==> src/rtl/instruction_fetch_unit_pkg.sv <==
// Shared constants and types for the RSICV_CPU fetch front end.
// Holds the reset fetch address, ISA widths and the buffered fetch entry layout.
package instruction_fetch_unit_pkg;

  localparam int          XLEN              = 32;
  localparam int          ILEN_BYTES        = 4;
  localparam logic [31:0] START_INS_ADDRESS = 32'h0000_0000;
  localparam logic [31:0] INSTR_NOP         = 32'h0000_0013;

  typedef struct packed {
    logic [XLEN-1:0] pc;
    logic [XLEN-1:0] instr;
  } fetch_entry_t;

  localparam int ENTRY_W = $bits(fetch_entry_t);

  function automatic logic [XLEN-1:0] word_align(input logic [XLEN-1:0] addr);
    return {addr[XLEN-1:2], 2'b00};
  endfunction

  function automatic logic is_misaligned(input logic [XLEN-1:0] addr);
    return |addr[1:0];
  endfunction

endpackage

==> src/rtl/instruction_fetch_unit_fetch_fifo.sv <==
// Small synchronous FIFO buffering {PC, instruction} pairs for the fetch unit.
// Flush beats push and pop; a pop in the same cycle frees the slot for a push when full.
module fetch_fifo #(
  parameter int DEPTH = 2,
  parameter int WIDTH = 64,
  parameter int CNT_W = 2
) (
  input  logic             clk_i,
  input  logic             rst_ni,
  input  logic             push_i,
  input  logic             pop_i,
  input  logic             flush_i,
  input  logic [WIDTH-1:0] wdata_i,
  output logic [WIDTH-1:0] rdata_o,
  output logic [CNT_W-1:0] count_o,
  output logic             empty_o,
  output logic             full_o
);

  localparam int PTR_W = (DEPTH > 1) ? $clog2(DEPTH) : 1;

  logic [WIDTH-1:0] mem_q [DEPTH];
  logic [PTR_W-1:0] wr_ptr_q, wr_ptr_d;
  logic [PTR_W-1:0] rd_ptr_q, rd_ptr_d;
  logic [CNT_W-1:0] count_q, count_d;
  logic             do_push;
  logic             do_pop;

  assign empty_o = (count_q == '0);
  assign full_o  = (count_q == CNT_W'(DEPTH));
  assign rdata_o = mem_q[rd_ptr_q];
  assign count_o = count_q;

  assign do_pop  = pop_i && !empty_o && !flush_i;
  assign do_push = push_i && !flush_i && (!full_o || do_pop);

  always_comb begin
    wr_ptr_d = wr_ptr_q;
    rd_ptr_d = rd_ptr_q;
    count_d  = count_q;
    if (flush_i) begin
      wr_ptr_d = '0;
      rd_ptr_d = '0;
      count_d  = '0;
    end else begin
      if (do_push) wr_ptr_d = wr_ptr_q + PTR_W'(1);
      if (do_pop)  rd_ptr_d = rd_ptr_q + PTR_W'(1);
      case ({do_push, do_pop})
        2'b10:   count_d = count_q + CNT_W'(1);
        2'b01:   count_d = count_q - CNT_W'(1);
        default: count_d = count_q;
      endcase
    end
  end

  always_ff @(posedge clk_i or negedge rst_ni) begin
    if (!rst_ni) begin
      wr_ptr_q <= '0;
      rd_ptr_q <= '0;
      count_q  <= '0;
    end else begin
      wr_ptr_q <= wr_ptr_d;
      rd_ptr_q <= rd_ptr_d;
      count_q  <= count_d;
    end
  end

  // Storage needs no reset: the head is only observed while the count is non-zero.
  always_ff @(posedge clk_i) begin
    if (do_push) mem_q[wr_ptr_q] <= wdata_i;
  end

endmodule

==> src/rtl/instruction_fetch_unit.sv <==
// Fetch front end: owns the fetch PC, issues word requests under a credit limit,
// buffers in-order responses and hands {PC, instruction} to DATA_PATH.
module instruction_fetch_unit
  import instruction_fetch_unit_pkg::*;
#(
  parameter logic [31:0] START_ADDR = START_INS_ADDRESS,
  parameter int          FIFO_DEPTH = 2,
  parameter int          CNT_W      = 2
) (
  input  logic        SYS_clk,
  input  logic        SYS_reset_n,
  output logic        IMEM_req_valid,
  input  logic        IMEM_req_ready,
  output logic [31:0] IMEM_req_address,
  input  logic        IMEM_resp_valid,
  input  logic [31:0] IMEM_resp_data,
  output logic        IF_valid,
  input  logic        IF_ready,
  output logic [31:0] IF_instruction,
  output logic [31:0] IF_PC,
  input  logic        redirect_valid,
  input  logic [31:0] redirect_PC,
  output logic        IF_fault
);

  // Handshakes: a transfer happens on a rising edge where valid && ready; valid
  // never waits on ready, and the payload is only meaningful while valid is high.

  logic [31:0]      fetch_pc_q, fetch_pc_d;
  logic [31:0]      resp_pc_q, resp_pc_d;
  logic [CNT_W-1:0] outstanding_q, outstanding_d;
  logic [CNT_W-1:0] discard_q, discard_d;
  logic             fault_q, fault_d;

  logic [CNT_W-1:0] fifo_count;
  logic             fifo_empty;
  logic             fifo_full;
  logic             fifo_push;
  logic             fifo_pop;
  logic [ENTRY_W-1:0] fifo_rdata;
  fetch_entry_t     push_entry;
  fetch_entry_t     head_entry;
  logic [CNT_W:0]   in_flight;
  logic             req_fire;

  // Every slot is reserved at request time, so a response always finds room.
  assign in_flight      = {1'b0, outstanding_q} + {1'b0, fifo_count};
  assign IMEM_req_valid = SYS_reset_n && !fault_q && !redirect_valid &&
                          (in_flight < (CNT_W+1)'(FIFO_DEPTH));
  assign IMEM_req_address = fetch_pc_q;
  assign req_fire       = IMEM_req_valid && IMEM_req_ready;

  assign fifo_push = IMEM_resp_valid && !redirect_valid && (discard_q == '0);
  assign fifo_pop  = IF_valid && IF_ready && !redirect_valid;

  assign push_entry.pc    = resp_pc_q;
  assign push_entry.instr = IMEM_resp_data;
  assign head_entry       = fetch_entry_t'(fifo_rdata);

  assign IF_valid       = !fifo_empty;
  assign IF_PC          = fifo_empty ? '0 : head_entry.pc;
  assign IF_instruction = fifo_empty ? '0 : head_entry.instr;
  assign IF_fault       = fault_q;

  fetch_fifo #(
    .DEPTH (FIFO_DEPTH),
    .WIDTH (ENTRY_W),
    .CNT_W (CNT_W)
  ) u_fifo (
    .clk_i   (SYS_clk),
    .rst_ni  (SYS_reset_n),
    .push_i  (fifo_push),
    .pop_i   (fifo_pop),
    .flush_i (redirect_valid),
    .wdata_i (push_entry),
    .rdata_o (fifo_rdata),
    .count_o (fifo_count),
    .empty_o (fifo_empty),
    .full_o  (fifo_full)
  );

  always_comb begin
    fetch_pc_d    = fetch_pc_q;
    resp_pc_d     = resp_pc_q;
    outstanding_d = outstanding_q;
    discard_d     = discard_q;
    fault_d       = fault_q;

    case ({req_fire, IMEM_resp_valid})
      2'b10:   outstanding_d = outstanding_q + CNT_W'(1);
      2'b01:   outstanding_d = outstanding_q - CNT_W'(1);
      default: outstanding_d = outstanding_q;
    endcase

    if (redirect_valid) begin
      // Everything still in flight is stale; a response landing now is dropped too.
      fetch_pc_d = word_align(redirect_PC);
      resp_pc_d  = word_align(redirect_PC);
      discard_d  = outstanding_q - CNT_W'(IMEM_resp_valid);
      fault_d    = is_misaligned(redirect_PC);
    end else begin
      if (req_fire) fetch_pc_d = fetch_pc_q + 32'(ILEN_BYTES);
      if (IMEM_resp_valid) begin
        if (discard_q != '0) discard_d = discard_q - CNT_W'(1);
        else                 resp_pc_d = resp_pc_q + 32'(ILEN_BYTES);
      end
    end
  end

  always_ff @(posedge SYS_clk or negedge SYS_reset_n) begin
    if (!SYS_reset_n) begin
      fetch_pc_q    <= START_ADDR;
      resp_pc_q     <= START_ADDR;
      outstanding_q <= '0;
      discard_q     <= '0;
      fault_q       <= 1'b0;
    end else begin
      fetch_pc_q    <= fetch_pc_d;
      resp_pc_q     <= resp_pc_d;
      outstanding_q <= outstanding_d;
      discard_q     <= discard_d;
      fault_q       <= fault_d;
    end
  end

  resp_needs_request: assert property (@(posedge SYS_clk) disable iff (!SYS_reset_n)
    IMEM_resp_valid |-> (outstanding_q != '0));

  no_fifo_overflow: assert property (@(posedge SYS_clk) disable iff (!SYS_reset_n)
    (fifo_push && fifo_full) |-> fifo_pop);

endmodule
==> config.mk <==
export PLATFORM = sky130hd
export DESIGN_NAME = instruction_fetch_unit
export DESIGN_NICKNAME = d
export VERILOG_FILES = /design/src/rtl/instruction_fetch_unit_pkg.sv /design/src/rtl/instruction_fetch_unit_fetch_fifo.sv /design/src/rtl/instruction_fetch_unit.sv
export SDC_FILE = /design/constraint.sdc
export NUM_CORES = 1
export LEC_CHECK = 0
export CORE_MARGIN = 2
export CORE_UTILIZATION = 40
export DETAILED_ROUTE_END_ITERATION = 6
export DONT_BUFFER_PORTS = 1
export PLACE_DENSITY = 0.57
export SLEW_MARGIN = 10
export SYNTH_ARGS = -nofsm -noshare
export SYNTH_HDL_FRONTEND = slang
export SYNTH_HIERARCHICAL = 1
export SYNTH_SLANG_ARGS = --single-unit
==> constraint.sdc <==
create_clock -name SYS_clk -period 8.5 [get_ports SYS_clk]
set_input_delay 1.7 -clock SYS_clk [delete_from_list [all_inputs] [get_ports SYS_clk]]
set_output_delay 1.7 -clock SYS_clk [all_outputs]
set_load 0.005 [all_outputs]
=== Word-level counts from Yosys, hierarchy flattened ===
Memory sizes are Yosys's and may differ from the RTL's.
Index checks and enable logic that the tools add are counted.
W data, S select, Z words.

* Input port bits: 70
* Memory bits (writable): 128
* Memories: 1
* Flip-flop bits (word level): 73
* Output and inout port bits: 99

* Reduce and logical (&&, ||, !) cells: 30
* $add $sub $neg: 11
* Mux-type cells: 19
* Equality and inequality tests: 6
* Magnitude comparators: 1

{| class="wikitable"
|+ Memories
! memory !! depth !! bits a word !! rd ports !! clocked after memory_dff !! write ports !! RTL line !! text
|-
| u_fifo.mem_q || 2 || 64 || 1 || 0 || 1 || instruction_fetch_unit_fetch_fifo.sv:22 || <nowiki>logic [WIDTH-1:0] mem_q [DEPTH];</nowiki>
|}

{| class="wikitable"
|+ Operators with widths
! operator !! number
|-
| $mux W32 || 7
|-
| $add A32 B3 Y32 const B || 2
|-
| $reduce_bool A2 Y1 || 7
|-
| $logic_and A1 B1 Y1 || 12
|-
| $mux W2 || 4
|-
| $pmux W2 S2 || 2
|-
| $eq A2 B2 Y1 const B || 3
|-
| $mux W1 || 6
|-
| $sub A2 B1 Y2 const B || 3
|-
| $add A2 B1 Y2 const B || 2
|-
| $eq A2 B1 Y1 const B || 2
|-
| $logic_not A1 Y1 || 4
|-
| $logic_not A2 Y1 || 2
|-
| $reduce_and A2 Y1 || 2
|-
| $add A2 B2 Y3 || 1
|-
| $lt A3 B2 Y1 const B || 1
|-
| $reduce_bool A3 Y1 || 1
|-
| $add A1 B1 Y1 const B || 2
|-
| $ne A2 B2 Y1 const B || 1
|-
| $reduce_or A2 Y1 || 1
|-
| $sub A2 B1 Y2 || 1
|-
| $logic_or A1 B1 Y1 || 1
|}

=== Longest topological paths before layout ===
* Word-level depth: 11
* Depth in mapped cells: 11
* Depth with buffers taken out: 9

=== Hierarchy ===
Netlist, hierarchy kept.

{| class="wikitable"
|+ By module, submodules not included
! module !! times used !! area an instance (µm²) !! cells an instance
|-
| fetch_fifo || 1 || 4883.4 || 224
|-
| instruction_fetch_unit || 1 || 4240.3 || 449
|}

=== Least setup slack after synthesis ===
OpenSTA, ideal clock, no wires.

* Path type: input port to flip-flop
* Start: input redirect_valid
* End: memory u_fifo.mem_q[1][0], enable pin
* Data required time: 7834 ps
* Slack: -1231 ps
* Stages on the path: 5
* Data arrival time: 9065 ps
* Library setup time: 666 ps
* Cell sequence: clkbuf_1 -> clkbuf_1 -> nor2_1 -> inv_2 -> nor4b_1

* Elaborated cells between the ends (all ways): 11
* Those cells by class: mux (2); reduce/logical (9)

{| class="wikitable"
|+ RTL lines
! element !! RTL line !! text
|-
| start: declaration || instruction_fetch_unit.sv:21 || <nowiki>input logic redirect_valid,</nowiki>
|-
| $logic_not A1 Y1 || instruction_fetch_unit.sv:53 || <nowiki>assign fifo_push = IMEM_resp_valid && !redirect_valid && (discard_q == '0);</nowiki>
|-
| $logic_and A1 B1 Y1 (2 in a row) || instruction_fetch_unit.sv:53 ||
|-
| via fifo_push || instruction_fetch_unit.sv:38 || <nowiki>logic fifo_push;</nowiki>
|-
| $logic_and A1 B1 Y1 (2 in a row) || instruction_fetch_unit_fetch_fifo.sv:35 || <nowiki>assign do_push = push_i && !flush_i && (!full_o || do_pop);</nowiki>
|-
| $mux W1 || instruction_fetch_unit_fetch_fifo.sv:70 || <nowiki>if (do_push) mem_q[wr_ptr_q] <= wdata_i;</nowiki>
|-
| $mux W1 (implied by the code) || instruction_fetch_unit_fetch_fifo.sv:70 ||
|-
| end: declaration || instruction_fetch_unit_fetch_fifo.sv:22 ||
|}

The timed path passes the listed nets, and every way through them passes these cells.

=== Worst setup path after layout ===
* Start: input redirect_valid
* End: memory u_fifo.mem_q[1][60], enable pin

* Longest elaborated chain between the ends: 8
* Elaborated cells between the ends (all ways): 11
* Those cells by class: mux (2); reduce/logical (9)

{| class="wikitable"
|+ Ends and longest elaborated chain
! element !! RTL line !! text
|-
| $logic_not A1 Y1 || instruction_fetch_unit.sv:54 || <nowiki>assign fifo_pop = IF_valid && IF_ready && !redirect_valid;</nowiki>
|-
| $logic_and A1 B1 Y1 || instruction_fetch_unit.sv:54 ||
|-
| via fifo_pop || instruction_fetch_unit.sv:39 || <nowiki>logic fifo_pop;</nowiki>
|-
| $logic_and A1 B1 Y1 (2 in a row) || instruction_fetch_unit_fetch_fifo.sv:34 || <nowiki>assign do_pop = pop_i && !empty_o && !flush_i;</nowiki>
|-
| $logic_or A1 B1 Y1 || instruction_fetch_unit_fetch_fifo.sv:35 ||
|-
| $logic_and A1 B1 Y1 || instruction_fetch_unit_fetch_fifo.sv:35 ||
|-
| $mux W1 || instruction_fetch_unit_fetch_fifo.sv:70 ||
|-
| $mux W1 (implied by the code) || instruction_fetch_unit_fetch_fifo.sv:70 ||
|}

The timed path passes the listed nets, and every way through them passes these cells.

==> impl_metrics.py <==
metrics = {
    "global_route": {
        "grt_pass1_vias": 5250,
        "grt_max_degree": 72,
        "grt-ovfl-total": 0,
        "gr-usage-all-layers": 0.158,
        "grt_pass1_wl_um": 29400,
        "antenna_found_initial": 0,
    },
    "clock_tree": {
        "cts_tree": "done",
        "cts_resized": 0,
        "cts_sinks": 197,
        "htree_num_levels": 4,
        "path_clk_slew_ns": 0.07,
        "worstSkewPairLatency_ns": 0.43,
        "hold_buffers": 0,
        "ctsRootBufferMaster": "clkbuf_16",
        "cts.path.max_buffers": 2,
        "cts_buffers": 17,
        "postCtsSetupBuffers": 0,
    },
    "worst_hold_path": {
        "min_path_cells": 0,
        "hp-class": "reg2reg",
    },
    "final_layout": {
        "layout.nets": 744,
        "areaGrowthSynthToFinish_pct": 8.97,
        "n_fill_cell": 2004,
        "antenna_cells": 0,
        "drive_gt1_frac": 0.218,
    },
    "sta": {
        "slew_viol_final": 0,
        "max_clock_freq_mhz": 254,
        "worstMarginPinSlew_ns": 1.04,
        "period_needed_ns": 3.94,
        "hold_viol_final": 0,
        "rsz0062_at_grt": "false",
        "fin_crit_sh": 0.463,
        "tns_ns": 0,
        "relSlewSlack": 0.309,
        "setup-violations-final": 0,
        "setup_slack_ns": 4.56,
        "fin_worst_skew_ns": 0.0116,
    },
    "drt": {
        "drc": 0,
        "wl_um": 19100,
        "first_pass_iters": 5,
        "vias_per_cell": 5.42,
        "route.vias.total": 5228,
        "ant_nets": 0,
        "drt-wirelength-per-cell_um": 19.8,
        "drtIter0Drc": 238,
    },
    "die": {
        "dieArea_um2": 24000,
        "fp.dieW_um": 155,
        "io_pins": 169,
        "num_rows": 55,
        "initial_utilization": 0.405,
        "core_um2": 22500,
        "die_h_um": 155,
    },
    "power": {
        "pwr-share-comb": 0.093,
        "p_int_mw": 1.60,
        "vdd_drop_max_mv": 0.120,
        "p_leak_nw": 3.41,
        "p_per_area_nw_per_um2": 217,
        "p_switching_mw": 0.555,
        "seqPwrFrac": 0.538,
        "p_sw_frac": 0.258,
        "p_clk_frac": 0.369,
    },
    "flow_run": {
        "max_cap_violations": 0,
    },
    "yosys": {
        "synth_top_cells_by_area": "edfxtp_1 (42%), dfrtp_1 (19%), mux2_2 (12%), nor2b_1 (4.5%), xnor2_1 (3.2%)",
        "ys_async_sr_fraction": 0.350,
        "syn_area_um2": 9120,
        "yosys.area.top_type": "edfxtp_1",
        "syn_avg_cell_area_um2": 13.6,
        "ys_ff_latch": 197,
        "yosysUniqueCellTypes": 52,
        "ys.flop_type": "edfxtp_1",
        "synth_enable_flop_cells": 128,
        "ys_warn_count": 6,
        "yosysTopAreaCellShare": 0.421,
        "seq_area_frac_synth": 0.611,
        "synth_cells": 673,
    },
    "critical_path": {
        "path_cells": "inv_2 > and3_1 > nor3b_2 > nor4b_4 > buf_4",
        "arrival_ns": 3.98,
        "reg2regPathDepth": 8,
        "critPathCaptureType": "register",
        "critical_path.slowest_cell": "inv_2",
        "critPathLaunchType": "primary input",
        "cpPeakStageDelay_ns": 0.71,
        "worst-setup-path-type": "in2reg",
        "cp_data_required_time_ns": 8.55,
        "path_max_fanout": 64,
    },
    "place": {
        "hpwlAfterDp_um": 12600,
        "dp_slack_ns": 4.10,
        "io_buffer_count": 0,
        "gp_congestion": 0.868,
    },
    "run_status": {
        "outcome": "finished clean",
    },
}
## critical path: cells and delay by family
family	cells	cell delay (ns)
buffers and inverters	2	1.41
AND/OR/NAND/NOR	3	0.79
## final timing paths
path,start,to,slack (ns)
max reg2reg,u_fifo/count_o[0]$_DFFE_PN0P_,outstanding_q[1]$_DFFE_PN0P_,4.86
max,redirect_valid,u_fifo/mem_q[1][60]$_DFFE_PP_,4.56
min reg2reg,resp_pc_q[26]$_DFFE_PN0P_,u_fifo/mem_q[0][58]$_DFFE_PP_,0.53
min,resp_pc_q[26]$_DFFE_PN0P_,u_fifo/mem_q[0][58]$_DFFE_PP_,0.53
min in group asynchronous,SYS_reset_n,IMEM_req_address[9]$_DFFE_PN0P_,0.96
max in group asynchronous,SYS_reset_n,u_fifo/rd_ptr_q$_DFFE_PN0P_,7.43
## sequential cells by signal, summed over array words and instances, names as in the netlist
signal / count
IMEM_req_address: 30
u_fifo/rd_ptr_q: 1
u_fifo/wr_ptr_q: 1
u_fifo/mem_q: 128
discard_q: 2
resp_pc_q: 30
u_fifo/count_o: 2
IF_fault: 1
outstanding_q: 2
## cells in the mapped netlist (2+ instances only)
library cell	instances
a21oi_1	10
a22oi_1	3
a31oi_1	6
a41oi_1	2
and2_1	8
and3_1	10
and3_2	2
and4_1	5
buf_2	3
buf_4	6
buf_6	7
clkbuf_1	16
dfrtp_1	69
edfxtp_1	128
ha_1	5
inv_1	10
inv_2	2
mux2_2	94
mux2i_1	3
nand2_1	28
nand2b_1	2
nand3_1	26
nand4_1	27
nor2_1	24
nor2b_1	66
nor3_1	5
nor4_4	3
o211ai_1	8
o21a_1	2
o21ai_0	18
or3_1	3
or4_1	3
xnor2_1	33
xor2_1	18
## through the flow
step,area (um^2),hold slack (ns),power [mW],cells,utilization
5_1_grt,9940,0.555,2.24,965,0.442
6_report,9940,0.528,2.15,965,0.442
3_5_place_dp,9360,0.519,1.38,934,0.416
3_3_place_gp,9360,0.504,1.37,934,0.416
4_1_cts,9940,0.533,2.18,965,0.442
2_1_floorplan,9150,0.451,1.32,678,-
## cell usage in the layout (no fill, tap or decap), types with 4 or more instances in the layout
cell type / Yosys / final
inv_6: 0 / 5
and3_1: 10 / 10
ha_1: 5 / 5
xor2_1: 18 / 18
and4_1: 5 / 5
a21oi_1: 10 / 10
clkbuf_16: 0 / 17
nor2_1: 24 / 23
a31oi_1: 6 / 6
buf_4: 6 / 4
and2_1: 8 / 8
inv_1: 10 / 10
edfxtp_1: 128 / 128
nor4_4: 3 / 4
o21ai_0: 18 / 18
dfrtp_1: 69 / 68
nor2b_1: 66 / 66
nand4_1: 27 / 27
nand3_1: 26 / 26
nor3_1: 5 / 5
o211ai_1: 8 / 8
xnor2_1: 33 / 33
conb_1: 1 / 6
clkinv_4: 0 / 4
nand2_1: 28 / 28
mux2_2: 94 / 94
## routing by layer
layer / up-vias / wire length, um / global-route usage
li1: 2434 / - / -
met1: 2589 / 8640 / 0.213
met2: 195 / 8570 / 0.243
met4: 0 / 105 / 0.0291
met3: 10 / 1830 / 0.0660
met5: - / 0 / 0
## layout make-up
type	instances	area (um^2)	share of cell area
sequential	197	5570	0.560
multi-input combinational	436	3350	0.337
tap	285	357	0.0359
timing repair buffer	4	30.0	0.00302
inverter	12	45.0	0.00453
clock buffer	17	425	0.0428
clock inverter	14	159	0.0160
## logic make-up after synthesis
| group | Yosys count | synth area share |
|---|---|---|
| adder cells (fa/ha/maj) | 6 | 0.00905 |
| AND/OR/NAND/NOR | 223 | 0.148 |
| XOR/XNOR | 51 | 0.0490 |
| flip-flops | 197 | 0.611 |
| AO/OA/AOI/OAI | 53 | 0.0362 |
| buffers and inverters | 45 | 0.0273 |
| other | 1 | 0.000411 |
| multiplexers | 97 | 0.119 |
## power by group through the flow
stage / sequential [mW] / clock, mW / combinational [mW]
floorplan: 1.16 / 0 / 0.167
global placement: 1.17 / 0 / 0.196
global route: 1.17 / 0.847 / 0.228
CTS: 1.16 / 0.817 / 0.205
finish: 1.16 / 0.794 / 0.201
detailed placement: 1.18 / 0 / 0.203
Note: power is estimated with default switching activity, not from simulation.
==> RTL change 1, RTL diff (config.mk and constraints unchanged) <==
The parameter `FIFO_DEPTH` goes from 2 to 4.
--- a/src/rtl/instruction_fetch_unit.sv
+++ b/src/rtl/instruction_fetch_unit.sv
@@ -4,7 +4,7 @@
   import instruction_fetch_unit_pkg::*;
 #(
   parameter logic [31:0] START_ADDR = START_INS_ADDRESS,
-  parameter int          FIFO_DEPTH = 2,
+  parameter int          FIFO_DEPTH = 4,
   parameter int          CNT_W      = 2
 ) (
   input  logic        SYS_clk,
Formal check against the unedited RTL: not equivalent (a bounded check fails within 4 cycles, from zero or initial values and one cycle with SYS_reset_n low).
==> RTL change 1 against the unedited design <==
Global-route usage up 0.52 points. Synthesized area up 53%. Register-to-register slack better by 0.47 ns. Clock power up 89%. Critical path depth down 2. Sequential cell count up 130. Routed wire length up 54%. Power up 63%. Setup slack worse by 0.63 ns. Count of clock-buffer cells in the layout up 31. Cell area up 57%. Non-clock buffer count up 2. Largest cell class unchanged.
==> RTL change 1: results (changes against the unedited design) <==
Clock network
  • Clk sinks: 327 (+66%)
  • Insertion delay to the later sink of the worst-skew pair: 0.52 ns (+0.09 ns)
  • Max clock buf depth: 3 (+1)
  • H-Tree Depth: 2 (-2)
  • Total CTS buffers: 37 (+20)

Power and ir drop
  • Pleak: 0.00506 uW (+48%)
  • VDD IR-drop max: 0.138 mV (+15%)
  • Clk. pwr: 1500 uW (+89%)
  • Switching share of power: 21.3% (-4.5 points)

Logic synthesis
  • Avg Cell Area, Syn: 16.9 um^2 (+25%)

Place
  • Gpl congestion: 0.823 (-5.2%)
  • HPWL after DPL: 18.5 mm (+46%)
  • Pre-CTS WS: 4.33 ns (+0.229 ns)
  • Dpl cells: 1,258 (+35%)
  • Post-place instance area: 14,400 um^2 (+54%)

Final layout
  • Final-layout clock buffer total: 48 (+31)
  • Multi-input logic cell count: 457 (+4.8%)
  • Layout cells sized above 1: 20.6% (-1.2 points)
  • Inverters: 13 (+1)
  • Nets: 922 (+24%)
  • Seq/total area: 60.9% (+4.8 points)
  • Clock buf/inv share: 7.45% (+1.6 points)
  • Non-clock buffering overhead: 0.289% (-0.013 points)
  • Number of flip-flops in the largest register: 256 (+100%)

Status
  • Run status: complete, no violations

Routing
  • Final WL: 29.6 mm (+54%)
  • Pre-Repair DR Iteration Count: 6 (+1)

Worst setup path
  • R2r endpoint: u_fifo/mem_q[0][17]$_DFFE_PP_
  • CP max stage cell: dfrtp_4
  • Crit path to: IF_PC[15]
  • Crit path from: u_fifo/rd_ptr_q[0]$_DFFE_PN0P_
  • Worst-path fanout max: 40 (-38%)
  • CP top delay family: flip-flops

Worst hold path
  • Hold EP: outstanding_q[1]$_DFFE_PN0P_
  • Hold wc startpoint: outstanding_q[1]$_DFFE_PN0P_

Global route
  • Routing usage on met1: 21.6% (+0.32 points)
  • Met3 Use GR: 5.08% (-1.5 points)
  • Largest net degree at the start of global routing: 75 (+4.2%)
  • GR Util met2: 26.4% (+2.1 points)
  • First-pass GRT wire length: 45.1 mm (+53%)
  • Gr usage total: 16.3% (+0.52 points)

Timing
  • Final worst setup slack: 3.94 ns (-0.627 ns)
  • Slew @ Worst Pin: 1.11 ns (+0.0709 ns)
-- RTL change 1: changes by cell type in the layout (fill, tap and decap cells not counted), moves of 8 or more --
| cell | before | now |
|---|---|---|
| clkbuf_1 | 0 | 8 |
| clkbuf_16 | 17 | 39 |
| edfxtp_1 | 128 | 256 |
| mux2_2 | 94 | 41 |
| mux4_2 | 0 | 64 |
| o21ai_0 | 18 | 6 |
| xnor2_1 | 33 | 41 |
-- RTL change 1: metal layers --
metal | wire length (um) | up-vias
li1 | - | 3208
met1 | 13000 | 3675
met2 | 13900 | 208
met3 | 2190 | 35
met4 | 459 | 0
met5 | 0 | -
-- RTL change 1: per-stage QoR --
step | hold WS, ns | util (%) | power, uW
6_report | 0.526 | 45.3 | 3510
5_1_grt | 0.552 | 45.3 | 3650
4_1_cts | 0.526 | 45.3 | 3550
3_5_place_dp | 0.516 | 41.9 | 2040
3_3_place_gp | 0.508 | 41.9 | 2040
2_1_floorplan | 0.486 | - | 1990
==> RTL change 2, RTL diff (config.mk and constraints unchanged) <==
Made on the original files. Put one more register stage on the output `IF_fault`, without a reset. The value now appears one clock later. The other outputs are not delayed to match.
--- a/src/rtl/instruction_fetch_unit.sv
+++ b/src/rtl/instruction_fetch_unit.sv
@@ -60,7 +60,9 @@
   assign IF_valid       = !fifo_empty;
   assign IF_PC          = fifo_empty ? '0 : head_entry.pc;
   assign IF_instruction = fifo_empty ? '0 : head_entry.instr;
-  assign IF_fault       = fault_q;
+  always_ff @(posedge SYS_clk) begin
+    IF_fault <= fault_q;
+  end
 
   fetch_fifo #(
     .DEPTH (FIFO_DEPTH),
Function: changed (Yosys sat finds a counterexample within 4 cycles, from zero or initial values and one cycle with SYS_reset_n low).
==> RTL change 2 against the unedited design <==
Count of clock-buffer cells in the layout stayed put. Synthesized cell count is 0.15% higher. Routed wire length hardly changed. Power is 1.6% lower. Worst hold slack worse by 0.14 ns. Clock skew is 0.0026 ns higher. Setup slack worse by 0.0069 ns. Core utilization is 0.22 points lower. Synthesized area is 0.22% higher. Sequential cell count is 1 higher. Cell area is 0.19% lower. Critical path type unchanged. Largest power group unchanged.
==> RTL change 2: results (changes against the unedited design) <==
Routing
  • Pre-Repair DR Iteration Count: 4 (-1)
  • Vias per std cell: 5.39 (-0.51%)
  • Wire length per cell: 19.8 um (-0.15%)
  • DR WL met3: 1.73 mm (-5.7%)
  • Routed wl met2: 8.82 mm (+3.0%)
  • Initial drt markers: 242 (+1.7%)

Final layout
  • Fraction of area in multi-input gates: 33.8% (+0.064 points)
  • FFs & Latches: 198 (+0.51%)
  • Area Overhead vs Synth: 8.52%
  • Storage element area: 5590 um^2 (+0.36%)
  • Nets: 745 (+0.13%)
  • Finished Layout Cells: 967 (+0.21%)

Timing
  • Slew HR: 31.7% (+0.78 points)
  • Hold_ws: 0.392 ns (-0.136 ns)
  • Tmin final: 3.94 ns (+0.00694 ns)
  • Skew final: 0.0142 ns (+0.00258 ns)

Place
  • Dpl cells: 935 (+0.11%)
  • Gpl congestion: 0.840 (-3.3%)
  • Pre-CTS WS: 4.09 ns (-0.0103 ns)
  • HPWL after DPL: 12.8 mm (+1.4%)

Power and ir drop
  • Pleak: 0.00339 uW (-0.59%)

Worst hold path
  • Hold wc startpoint: fault_q$_DFFE_PN0P_
  • Hold EP: IF_fault$_DFF_P_

Worst setup path
  • R2R Setup Slk: 4.89 ns (+0.03 ns)
  • R2r worst-path depth: 9 (+1)
  • Critical Path AT: 4.00 ns (+0.02 ns)

Floorplanning
  • Core Region: 22,600 um^2 (+0.31%)

Logic synthesis
  • Largest cells by area after synthesis: edfxtp_1 42%, dfrtp_1 19%, mux2_2 12%
  • Distinct cells, synth: 53 (+1.9%)
  • Sequential area share after synthesis: 61.1% (+0.085 points)

Status
  • Run status: complete, no violations

Global route
  • Routing usage on met1: 22.1% (+0.77 points)
  • GR Util met2: 24.4% (about the same)
RTL change 2: changes by cell type after synthesis:
| cell | delta |
|---|---|
| dfxtp_1 | +1 |
RTL change 2: power by group through the flow:
stage | Sequential (uW) | Combinational (uW) | Clock, uW
after floorplan | 1160 | 167 | 0
after global placement | 1180 | 196 | 0
after detailed placement | 1180 | 202 | 0
after CTS | 1160 | 204 | 776
after global routing | 1170 | 225 | 812
final | 1160 | 201 | 755
RTL change 2: worst reg2reg max path, cell delays in order, from the launching register on:
cell      delay, ns
dfrtp_1        0.49
and2_1         0.22
fa_1           0.45
nor4bb_1       0.26
and2_1         0.81
inv_1          0.55
ha_1           0.37
xnor2_1        0.15
nor2_1         0.07
xor2_1         0.13
RTL change 2: cell families (layout without fill, tap and decap cells):
group	count (synthesis)	count (layout)	share of synthesized area [%]
simple gates	223	223	14.8
flops	198	198	61.1
mux	97	97	11.9
compound gates	53	53	3.61
xor+xnor	51	51	4.89
buf+inv	45	48	2.72
fa+ha+maj	6	6	0.903
other cells	1	6	0.0410
